==> config.mk <==
export PLATFORM = sky130hd
export DESIGN_NAME = reg_file_scoreboard
export DESIGN_NICKNAME = d
export VERILOG_FILES = /design/src/rtl/reg_file_scoreboard.sv
export SDC_FILE = /design/constraint.sdc
export NUM_CORES = 1
export LEC_CHECK = 0
export CAP_MARGIN = 5
export CORE_ASPECT_RATIO = 0.75
export CORE_MARGIN = 8
export CORE_UTILIZATION = 40
export CTS_CLUSTER_DIAMETER = 100
export DETAILED_ROUTE_END_ITERATION = 6
export PLACE_DENSITY = 0.67
export SKIP_LAST_GASP = 1
export SYNTH_ARGS = -nofsm -noshare
export SYNTH_HDL_FRONTEND = slang
export SYNTH_SLANG_ARGS = --single-unit
==> constraint.sdc <==
create_clock -name clk -period 4.64 [get_ports clk]
set_input_delay 1.392 -clock clk [delete_from_list [all_inputs] [get_ports clk]]
set_output_delay 1.392 -clock clk [all_outputs]
set_load 0.05 [all_outputs]
==> src/rtl/reg_file_scoreboard.sv <==
// reg_file_scoreboard: register file with a per-register write-pending scoreboard.
// Decode reads two operands and their in-use flags combinationally; writeback
// retires results and decrements the pending count of the destination.
// Optional feature: define RF_BYPASS_EN for write-through forwarding on both read ports.
module reg_file_scoreboard #(
  parameter int DATA_W = 16,
  parameter int ADDR_W = 4,
  parameter int CNT_W  = 2
) (
  input  logic              clk,
  input  logic              rst,
  input  logic [ADDR_W-1:0] srcReg1,
  input  logic [ADDR_W-1:0] srcReg2,
  input  logic [ADDR_W-1:0] nextDestReg,
  input  logic              issueEn,
  input  logic              wbEn,
  input  logic [ADDR_W-1:0] wbReg,
  input  logic [DATA_W-1:0] wbData,
  input  logic              flush,
  output logic [DATA_W-1:0] srcRegVal1,
  output logic [DATA_W-1:0] srcRegVal2,
  output logic              inuse1,
  output logic              inuse2,
  output logic              scbErr
);

  localparam int NREG = 2 ** ADDR_W;
  localparam logic [CNT_W-1:0] CNT_MAX = '1;
  localparam logic [CNT_W-1:0] CNT_ONE = CNT_W'(1);

  logic [DATA_W-1:0] regs [NREG];
  logic [CNT_W-1:0]  cnt  [NREG];
  logic [NREG-1:0]   inc_vec;
  logic [NREG-1:0]   dec_vec;

  // Decode the issue and writeback indices into one-hot per-register requests
  always_comb begin
    inc_vec = '0;
    dec_vec = '0;
    for (int r = 0; r < NREG; r++) begin
      inc_vec[r] = issueEn && (nextDestReg == ADDR_W'(r));
      dec_vec[r] = wbEn && (wbReg == ADDR_W'(r));
    end
  end

  // Operand read path; with forwarding a same-cycle retire is visible immediately
  always_comb begin
    srcRegVal1 = regs[srcReg1];
    srcRegVal2 = regs[srcReg2];
    inuse1     = (cnt[srcReg1] != '0);
    inuse2     = (cnt[srcReg2] != '0);
`ifdef RF_BYPASS_EN
    // The flag reports the count that remains once this retire has landed
    if (wbEn && (wbReg == srcReg1) && !rst) begin
      srcRegVal1 = wbData;
      inuse1     = (cnt[srcReg1] > CNT_ONE);
    end
    if (wbEn && (wbReg == srcReg2) && !rst) begin
      srcRegVal2 = wbData;
      inuse2     = (cnt[srcReg2] > CNT_ONE);
    end
`else
    // Without forwarding decode sees the retired value one cycle later
`endif
  end

  // Register array: writeback lands regardless of counter state or flush
  always_ff @(posedge clk) begin
    if (rst) begin
      for (int r = 0; r < NREG; r++) begin
        regs[r] <= '0;
      end
    end else if (wbEn) begin
      regs[wbReg] <= wbData;
    end
  end

  // Pending counters and sticky error; flush discards all writers including a same-cycle issue
  always_ff @(posedge clk) begin
    if (rst) begin
      for (int r = 0; r < NREG; r++) begin
        cnt[r] <= '0;
      end
      scbErr <= 1'b0;
    end else begin
      for (int r = 0; r < NREG; r++) begin
        if (flush) begin
          cnt[r] <= '0;
        end else if (inc_vec[r] && !dec_vec[r]) begin
          if (cnt[r] == CNT_MAX) begin
            scbErr <= 1'b1;
          end else begin
            cnt[r] <= cnt[r] + CNT_ONE;
          end
        end else if (dec_vec[r] && !inc_vec[r]) begin
          if (cnt[r] == '0) begin
            scbErr <= 1'b1;
          end else begin
            cnt[r] <= cnt[r] - CNT_ONE;
          end
        end
      end
    end
  end

endmodule
==> results.tsv <==
metric	value	unit
adder-cell share of the synthesized area	0.0241	
number of global-route vias before repair	10682	
Max-slew headroom	0.311	
sequential area share after synthesis	0.521	
Yosys reg bits	289	
I/O pin total	72	
critical path arrival	3.10	ns
Cells after Synth	1153	
Clock Skews	0.0124	ns
P_leak	0.00676	uW
Min-Delay Startpoint	scbErr	
hold crit path type	flop to flop	
Initial DRC Count	1273	
FILL cells	3489	
power per cell area	348	mW/mm^2
Cell variety after synth	47	
mapped cell area	0.0166	mm^2
Required @ worst endpoint	3.25	ns
DRT Pass-1 Iters	6	
initial antenna violation count	3	
GP Congestion	0.850	
setup bufs post-CTS	0	
fraction of layout cells with a size suffix above 1	0.265	
crit start category	primary input	
post-synthesis mux area share	0.239	
XOR/XNOR share of the synthesized area	0	
Top delay family on crit path	multiplexers	
run status	finished, final reports clean	
WL/cell	27.0	um
CTS tree	yes	
Core ar.	0.0409	mm^2
crit path kind	primary input to output pin	
die area	0.0485	mm^2
Synth Area per Inst	14.4	um^2
H-tree levels	1	
WP buf/inv	3	
number of synthesized flops with an enable pin	288	
Initial Utilization	0.407	
Die H	193	um
Setup Viol. Count Final	0	
simple logic cell fraction of the synthesized area	0.149	
Crit. Startpoint	srcReg1[0]	
CTS clk-pin slew, worst paths	0.06	ns
Max Fanout on Critical Path	27	
crit end category	output pin	
Slew @ Worst Pin	1.03	ns
IO buf count	71	
Power Total	6740	uW
gr ovfl total	0	
setup tns final	0	ns
Reg area	0.00867	mm^2
Slew Limit Fails	0	
area of the multi-input gates	0.00740	mm^2
CTS Root Cell	clkbuf_16	
clock sink count	289	
largest net degree at the start of global routing	40	
Vias	10780	
worst r2r src	cnt[15][0]	
Yosys warning count	0	
Post-synth ARST share	0	
Max Fclk	0.223	GHz
CTS Buffer Depth	3	
post-cts repair resize count	0	
first-pass GRT wire length	71200	um
ys flop type	edfxtp_1	
number of max-cap violations	0	
Residual DRC	0	
Peak supply drop	0.000320	V
dpl hpwl	31500	um
post-route insts no fill	1804	
Tot GR Track Use	0.199	
Hold Violations, Final	0	
clk_lat worst skew	0.57	ns
Vias/cell	5.98	
CP Cell Sequence	buf_4 > buf_12 > mux4_2 > mux4_2 > buf_12	
dpl cells	1746	
Post-Route WL	48700	um
slowest stage cell on the critical path	mux4_2	
Rows	64	
CTS Buf Count	31	
largest family of logic cells by synthesized area	multiplexers	
minimum clock period	4.49	ns
post-synthesis compound-gate area fraction	0.0310	
synthesized net count	1222	
unrepaired setup endpoints after global routing	no	
max incr delay on CP	0.59	ns
Hold-fix buffers, CTS	0	
Final Cycle Share	0.969	
DIE WIDTH	252	um
Final nets	1287	
number of routed nets with antenna violations	0	
Syn-to-layout area delta	16.2	%
## final timing paths
check,depth (start not counted),end,slack [ns]
max,5,srcRegVal1[5],0.15
min,3,scbErr,0.58
max reg2reg,4,cnt[15][0],2.84
min reg2reg,3,scbErr,0.58
## sequential cells by signal (all words and copies together) (netlist names)
name,cells
scbErr,1
regs,256
cnt,32
## layout make-up
class,instances,share of cell area
inverter,44,0.00854
timing repair buffer,130,0.0720
antenna,2,0.000259
clock inverter,24,0.0121
clock buffer,32,0.0403
multi-input combinational,722,0.382
sequential,289,0.448
tap,561,0.0363
## worst min-delay path, delay by kind of cell (launching register included)
| kind | cells | cell delay (ns) |
|---|---|---|
| AO/OA/AOI/OAI | 2 | 0.16 |
| buffers and inverters | 1 | 0.07 |
| flip-flops | 1 | 0.31 |
## power by group
part	internal [uW]	switching, uW
clock network	1440	1060
registers	3030	86.0
logic	498	629
total	4970	1770
## synthesized netlist by cell type (all sizes together), types with 10 or more instances
library cell  count  share of area
mux2i            15         0.0090
o21ai            10         0.0030
nor4             11         0.0041
buf              30          0.010
and2            257          0.097
nor2             83          0.019
ha               32          0.024
nand2b           14         0.0053
a2111oi          11         0.0058
nor3             18         0.0057
mux4            170           0.23
nand2            27         0.0061
inv              44         0.0099
edfxtp          288           0.52
clkbuf           68          0.015
## per-stage QoR
step	util	worst slack (ns)	hold WS, ns	cell area, um^2
4_1_cts	0.473	0.141	0.572	19300
3_3_place_gp	0.448	0.149	0.559	18300
5_1_grt	0.473	0.0900	0.628	19300
6_report	0.473	0.146	0.578	19300
2_1_floorplan	-	0.184	0.583	16600
3_5_place_dp	0.448	0.143	0.557	18300
## placed cells by master, fill, tap and decap left out, types with 9 or more instances in the layout
master / count
nor2_1: 83
ha_1: 32
clkbuf_16: 31
clkinv_2: 9
a2111oi_0: 11
mux4_2: 170
nand2_1: 27
and2_1: 257
edfxtp_1: 288
buf_4: 67
clkdlybuf4s50_1: 31
buf_12: 28
inv_1: 44
nor4_1: 11
mux2i_1: 15
nor3_1: 14
nand2b_1: 14
## per-layer routing
layer	vias to the layer above	routed length, um	GRT usage
li1	4547	-	-
met1	5544	19900	0.272
met2	596	22000	0.310
met3	89	5350	0.0523
met4	4	1450	0.0639
met5	-	22	0
## kinds of logic after synthesis
family,after synthesis
multiplexers,185
adder cells (fa/ha/maj),32
buffers and inverters,142
AO/OA/AOI/OAI,64
AND/OR/NAND/NOR,441
flip-flops,289
Note: power is estimated with default switching activity, not from simulation.
